**src/rtl/wdata_chan_rcvr_pkg.sv**
```systemverilog
// rtl/wdata_chan_rcvr_pkg.sv - shared encodings and widths for the write-data channel receiver
package wdata_chan_rcvr_pkg;

    localparam int DEF_BURST_LEN = 4;
    localparam int DATA_W        = 32;
    localparam int STRB_W        = DATA_W / 8;
    localparam int LINE_W        = 128;
    localparam int MASK_W        = LINE_W / 8;
    localparam int ID_W          = 4;

    typedef enum logic [1:0] {
        ST_IDLE = 2'd0,
        ST_RECV = 2'd1,
        ST_HOLD = 2'd2
    } state_t;

endpackage

```
**src/rtl/wdata_chan_rcvr.sv**
```systemverilog
// rtl/wdata_chan_rcvr.sv - gathers a four-beat write burst into one 128-bit line with byte mask
module wdata_chan_rcvr
    import wdata_chan_rcvr_pkg::*;
#(
    parameter int BURST_LEN = DEF_BURST_LEN
) (
    input  logic              clk,
    input  logic              rst,
    input  logic              wvalid,
    output logic              wready,
    input  logic [DATA_W-1:0] wdata,
    input  logic [STRB_W-1:0] wstrb,
    input  logic              wlast,
    input  logic              start_rq,
    input  logic [ID_W-1:0]   start_id,
    output logic              start_ack,
    output logic              wd_valid,
    input  logic              wd_ready,
    output logic [LINE_W-1:0] wd_data,
    output logic [MASK_W-1:0] wd_mask,
    output logic [ID_W-1:0]   wd_id,
    output logic              wd_err
);

    // Only BURST_LEN == 4 is meaningful: the counter and line slicing assume four beats.
    localparam logic [1:0] LAST_BEAT = 2'(BURST_LEN - 1);

    state_t     state;
    state_t     state_nxt;
    logic [1:0] beat_cnt;
    logic       beat_acc;
    logic       is_last;

    assign beat_acc = wvalid & wready;
    assign is_last  = (beat_cnt == LAST_BEAT);

    always_ff @(posedge clk) begin
        if (rst) begin
            state <= ST_IDLE;
        end else begin
            state <= state_nxt;
        end
    end

    always_comb begin
        state_nxt = state;
        case (state)
            ST_IDLE: if (start_rq) state_nxt = ST_RECV;
            ST_RECV: if (beat_acc && is_last) state_nxt = ST_HOLD;
            ST_HOLD: if (wd_ready) state_nxt = ST_IDLE;
            default: state_nxt = ST_IDLE;
        endcase
    end

    always_comb begin
        wready    = 1'b0;
        wd_valid  = 1'b0;
        start_ack = 1'b0;
        case (state)
            ST_IDLE: start_ack = start_rq;
            ST_RECV: wready    = 1'b1;
            ST_HOLD: wd_valid  = 1'b1;
            default: ;
        endcase
    end

    // Beat k lands in lane k; wd_data is not cleared on start since all four lanes get rewritten.
    always_ff @(posedge clk) begin
        if (rst) begin
            beat_cnt <= 2'd0;
            wd_data  <= '0;
            wd_mask  <= '0;
            wd_id    <= '0;
            wd_err   <= 1'b0;
        end else if (state == ST_IDLE && start_rq) begin
            beat_cnt <= 2'd0;
            wd_mask  <= '0;
            wd_id    <= start_id;
            wd_err   <= 1'b0;
        end else if (beat_acc) begin
            wd_data[{beat_cnt, 5'd0} +: DATA_W] <= wdata;
            wd_mask[{beat_cnt, 2'd0} +: STRB_W] <= wstrb;
            beat_cnt <= beat_cnt + 2'd1;
            if (wlast != is_last) begin
                wd_err <= 1'b1;
            end
        end
    end

endmodule
```
**config.mk**
```make
export PLATFORM = sky130hd
export DESIGN_NAME = wdata_chan_rcvr
export DESIGN_NICKNAME = d
export VERILOG_FILES = /design/src/rtl/wdata_chan_rcvr_pkg.sv /design/src/rtl/wdata_chan_rcvr.sv
export SDC_FILE = /design/constraint.sdc
export NUM_CORES = 1
export LEC_CHECK = 0
export ABC_AREA = 1
export CAP_MARGIN = 20
export CORE_ASPECT_RATIO = 0.75
export CORE_UTILIZATION = 39
export CTS_CLUSTER_SIZE = 30
export DETAILED_ROUTE_END_ITERATION = 12
export PLACE_DENSITY = 0.69
export SLEW_MARGIN = 20
export SYNTH_ARGS = -nofsm -noshare
export SYNTH_HDL_FRONTEND = slang
export SYNTH_SLANG_ARGS = --single-unit
```
**constraint.sdc**
```tcl
create_clock -name clk -period 1.96 [get_ports clk]
set_clock_uncertainty 0.15 [all_clocks]
set_input_delay 0.196 -clock clk [delete_from_list [all_inputs] [get_ports clk]]
set_output_delay 0.196 -clock clk [all_outputs]
set_load 0.005 [all_outputs]
```
Word-level counts from Yosys, hierarchy flattened
Cells that the tools add are included.
{"block": "op_classes", "add_sub_neg": 3, "n_eq_ne": 7, "shift": 4, "mux": 9, "bitwise_logic": 2, "n_reduce_logical": 7}
{"operator": "bitwise mux 128 bit", "n": 1}
{"operator": "variable shift 32 x 9 -> 128 bit (first input constant)", "n": 1}
{"operator": "variable part select 32 x 9 -> 128 bit", "n": 1}
{"operator": "bitwise mux 16 bit", "n": 1}
{"operator": "variable shift 4 x 6 -> 16 bit (first input constant)", "n": 1}
{"operator": "variable part select 4 x 6 -> 16 bit", "n": 1}
{"operator": "negation 7 -> 9 bit", "n": 1}
{"operator": "2-to-1 mux 2 bit", "n": 3}
{"operator": "inequality test 2 bit (second input constant)", "n": 3}
{"operator": "negation 4 -> 6 bit", "n": 1}
{"operator": "one-hot mux 2 bit (3 select lines)", "n": 1}
{"operator": "== test 2 bit (second input constant)", "n": 2}
{"operator": "AND reduction 2 bit", "n": 2}
{"operator": "2-to-1 mux 1 bit", "n": 3}
{"operator": "AND reduction 3 bit", "n": 1}
{"operator": "adder 2 x 1 -> 2 bit (second input constant)", "n": 1}
{"operator": "== test 2 x 1 -> 1 bit (second input constant)", "n": 1}
{"operator": "logical AND 1 bit", "n": 2}
{"operator": "logical NOT 2 bit", "n": 1}
{"operator": "OR reduction 2 bit", "n": 1}
{"operator": "AND 1 bit", "n": 1}
{"operator": "inequality test 1 bit", "n": 1}
{"operator": "inverter 1 bit", "n": 1}
{"block": "totals", "reg_bits": 153, "input_bits": 46, "out_inout_bits": 152}

Longest topological paths before layout
Gate-level depths: netlist (run 1).
{"block": "depth", "ltp_word": 6, "depth_mapped": 10}

Worst setup path after synthesis (run 1)
Ideal clock, no wire load.
{"block": "synth_timing", "path_type": "flip-flop to flip-flop", "from": "register beat_cnt[0]", "to": "register wd_data[0]", "t_arrival_ns": 1.836, "required_time_ns": 1.746, "path_slack_ns": -0.090, "path_stages_with_launch": 10, "n_path_buf": 2, "synth_period_minus_slack_ns": 2.050, "path_cell_list": "dfxtp_1 > inv_1 > clkbuf_1 > ha_1 > nor2_1 > nand2_1 > clkbuf_1 > nor2_1 > nor2_1 > nor2_1"}
{"block": "synth_between", "elab_chain_cells": 3, "word_cells_on_any_way": 4, "cone_classes": "add/sub: 1; shift: 2; mux: 1"}
{"item": "start, declared", "line_no": "wdata_chan_rcvr.sv:30", "rtl": "logic [1:0] beat_cnt;"}
{"item": "start signal, assigned", "line_no": "wdata_chan_rcvr.sv:83", "rtl": "beat_cnt <= beat_cnt + 2'd1;"}
{"item": "negation 7 -> 9 bit *", "line_no": "wdata_chan_rcvr.sv:81", "rtl": "wd_data[{beat_cnt, 5'd0} +: DATA_W] <= wdata;"}
{"item": "variable part select 32 x 9 -> 128 bit / variable shift 32 x 9 -> 128 bit (equally long branches)", "line_no": "wdata_chan_rcvr.sv:81"}
{"item": "bitwise mux 128 bit *", "line_no": "wdata_chan_rcvr.sv:81"}
{"item": "end signal, assigned by index", "line_no": "wdata_chan_rcvr.sv:81"}
{"item": "end, declared", "line_no": "wdata_chan_rcvr.sv:19", "rtl": "output logic [LINE_W-1:0] wd_data,"}
Mark *: on every way between the ends. The rest lies on a longest branch, timed or not.
A chain may end at the register's enable or synchronous reset.

Final worst setup path (run 1)
{"block": "layout_timing", "from": "register state[0]", "to": "output start_ack"}
{"block": "layout_between", "elab_chain_cells": 2}
{"item": "start, declared", "line_no": "wdata_chan_rcvr.sv:28", "rtl": "state_t state;"}
{"item": "start signal, assigned", "line_no": "wdata_chan_rcvr.sv:41", "rtl": "state <= state_nxt;"}
{"item": "logical NOT 2 bit", "line_no": "wdata_chan_rcvr.sv:59", "rtl": "case (state)"}
{"item": "2-to-1 mux 1 bit", "line_no": "wdata_chan_rcvr.sv:59"}
{"item": "end, declared", "line_no": "wdata_chan_rcvr.sv:16", "rtl": "output logic start_ack,"}
No other way between the ends.

==> results.py, run 1 <==
metrics = {
    "layout": {
        "drive_gt1_frac": 0.06658,
        "syn_to_final_growth_pct": 42.03,
        "nNetsFinal": 1510,
        "diodes": 0,
        "final_area_sq_um": 10680,
    },
    "clocking": {
        "cts.sinks": 153,
        "postCtsSetupBuffers": 0,
        "htreeDepth": 4,
        "clockBufferDepth": 2,
        "cts-root-buf": "clkbuf_16",
        "cts_buffers": 17,
        "insertion_delay_ns": 0.44,
        "clkTransAtPathRegs_ns": 0.06,
        "cts_tree": "yes",
    },
    "detailed_routing": {
        "drc": 0,
        "vias": 7717,
        "drt_iter0_drc": 654,
        "ant_nets": 0,
        "wirelength_microns": 24740,
        "drtPass1Iterations": 7,
        "routedWlPerCell_microns": 14.39,
        "viasPerCell": 4.489,
    },
    "timing": {
        "relSlewSlack": 0.6375,
        "final.period_utilization": 0.9701,
        "period_minus_slack_ns": 1.901,
        "rsz0062_at_grt": "false",
        "fmax_ghz": 0.5259,
        "slew_viol_final": 0,
        "worst_pin_slew_ns": 0.5438,
        "hold_viol": 0,
        "setup_viol": 0,
    },
    "run": {
        "cap_violations": 0,
    },
    "worst_setup_path": {
        "max_stage_delay_ns": 0.49,
        "path_cells": "inv_4, nand3_4, inv_2, clkdlybuf4s50_1",
        "slowest_stage": "clkdlybuf4s50_1",
        "cp_top_family": "buffers and inverters",
        "cp-start-kind": "flip-flop",
        "critPathKind": "flip-flop to output port",
        "worst-path-buf-inv": 3,
        "cp-end-kind": "output port",
        "crit_arrival_ns": 1.56,
        "cp_max_fo": 7,
        "cp.required_ns": 1.61,
    },
    "pwr": {
        "power.leakage_nw": 4.975,
        "p_int_w": 0.005754,
        "switching_share": 0.2411,
        "clkPwrFrac": 0.475,
        "vdd_drop_max_uv": 463.8,
        "total_power_w": 0.007582,
        "power.density_nw_per_um2": 710.1,
        "p_sw_w": 0.001828,
        "seqPwrFrac": 0.424,
        "power_frac_comb": 0.101,
    },
    "yosys": {
        "syn_inst": 1264,
        "synth_area_per_cell_sq_um": 5.947,
        "synth_ff_type": "dfxtp_1",
        "async_reset_ff_frac": 0,
        "yosysUniqueCellTypes": 22,
        "synth_edf_count": 0,
        "synth-seq-cells": 153,
        "yosysSeqAreaShare": 0.4075,
        "synth_fp_nets": 1315,
        "syn-cell-area_sq_um": 7517,
        "yosysWarnings": 0,
    },
    "die": {
        "die_h_microns": 122.2,
        "core_sq_um": 18670,
        "die_w_microns": 162.3,
        "rows": 43,
        "io_pins": 198,
        "initial_core_util": 0.4027,
        "die_area_sq_um": 19840,
    },
    "global_route": {
        "grt_max_degree": 81,
        "grt_overflow": 0,
        "grt_pass1_wl_microns": 37850,
        "antenna_found_initial": 0,
        "grt_pass1_vias": 7013,
        "grtUsageTotal": 0.2539,
    },
    "run_status": {
        "status": "completed",
    },
    "placement": {
        "placed_cell_area_sq_um": 10000,
        "post-dp-hpwl_microns": 17250,
        "io_buffers": 197,
        "routabilityCongestion": 0.8603,
    },
    "hold_path": {
        "hp-class": "primary input to flip-flop",
    },
}
power groups by stage:
stage                     Combinational (W)  Clock, W  Sequential, W
after floorplan                    0.000349         0        0.00328
after global placement             0.000753         0        0.00328
after detailed placement           0.000755         0        0.00328
after CTS                          0.000765   0.00363        0.00321
after global routing               0.000841   0.00379        0.00322
final                              0.000767   0.00360        0.00321
worst register-to-register path, cell delays in order, from the launching register on:
cell     delay, ns
dfxtp_1       0.33
inv_1         0.08
ha_1          0.35
inv_1         0.09
nor2_4        0.22
buf_4         0.23
nand2_1       0.08
nand2_1       0.08
nand2_1       0.06
nor2_1        0.09
cell families (layout without fill, tap and decap cells):
group	count (synthesis)	after routing	synth area share
adders and majority gates	5	5	0.008322
AOI/OAI and AO/OA	9	9	0.005992
and+or+nand+nor	807	807	0.4248
xor gates and xnor gates	1	1	0.001165
buffers and inverters	289	497	0.1523
DFF	153	153	0.4075
state kept, by name, summed over array words and instances, names as in the netlist:
name	flops
wd_id	4
wd_err	1
wd_data	128
beat_cnt	2
state	2
wd_mask	16
cells in the final DEF (no fill, tap or decap), types with 2 or more instances in the layout:
cell,instances
dfxtp_1,150
ha_1,5
inv_4,2
buf_4,31
clkbuf_8,3
clkbuf_16,17
nand3_4,2
dfxtp_2,2
nor2_4,4
o21ai_0,4
a21oi_1,5
clkinv_2,3
buf_12,14
inv_1,218
nand3_1,67
nor2_2,2
bufinv_16,4
nor2_1,256
nand3_2,3
clkdlybuf4s50_1,196
inv_2,2
nand2_1,471
clkinvlp_4,3
metrics by stage:
stage	setup slack (ns)	TNS, ns	hold WS [ns]	std cells	utilization
2_1_floorplan	-0.005469	-0.1094	0.2127	1264	-
5_1_grt	0.002783	0	0.1299	1719	0.5719
3_3_place_gp	0.09546	0	0.3115	1687	0.5359
6_report	0.05861	0	0.1104	1719	0.5719
4_1_cts	0.01574	0	0.1202	1719	0.5710
3_5_place_dp	0.04951	0	0.3201	1687	0.5359
layout make-up:
type | instances | area, sq um
clock inverter | 11 | 167.7
timing repair buffer | 242 | 2480
clock buffer | 21 | 470.5
inverter | 223 | 845.8
fill | 1786 | 7993
multi-input combinational | 822 | 3334
sequential | 153 | 3069
tap | 247 | 309.0
metal layers:
layer / vias to the layer above / share of wire / global-route usage
met4: 0 / 0.021 / 0.08019
met5: - / 0 / 0
li1: 4009 / - / -
met3: 29 / 0.076 / 0.06387
met2: 275 / 0.43 / 0.3876
met1: 3404 / 0.48 / 0.3499
Yosys cell counts, types with 3 or more instances:
master      n  area (sq um)
nor2_1    257         964.7
nand3_1    69         345.3
clkbuf_1   28         105.1
dfxtp_1   153          3063
a21oi_1     5         25.02
inv_2       3         11.26
nor2_4      4         45.04
nand2_1   471          1768
ha_1        5         62.56
inv_1     219         822.0
buf_2      33         165.2
o21ai_0     4         20.02
path summary, 6_finish.rpt:
check | slack [ns] | start | depth (start not counted) | endpoint
worst min register to register | 0.33 | wd_id[2] | 2 | wd_id[2]
worst max register to register | 0.15 | beat_cnt[1] | 9 | wd_data[46]
worst min-delay path | 0.11 | rst | 3 | wd_data[105]
worst max-delay path | 0.06 | state[0] | 4 | start_ack
what timing repair did:
item | CTS | global route
hold buffers | 0 | 0
gates resized for setup | 5 | 6
endpoints found under the setup margin | 3 | 21
pin swaps | 0 | 0
(Power assumes the default switching activity.)
==> run 2: changes to the inputs <==
- CAP_MARGIN: 20 -> 0
==> results of run 2 <==
Same layout as run 1: the final DEF is identical, and so are final timing and power.
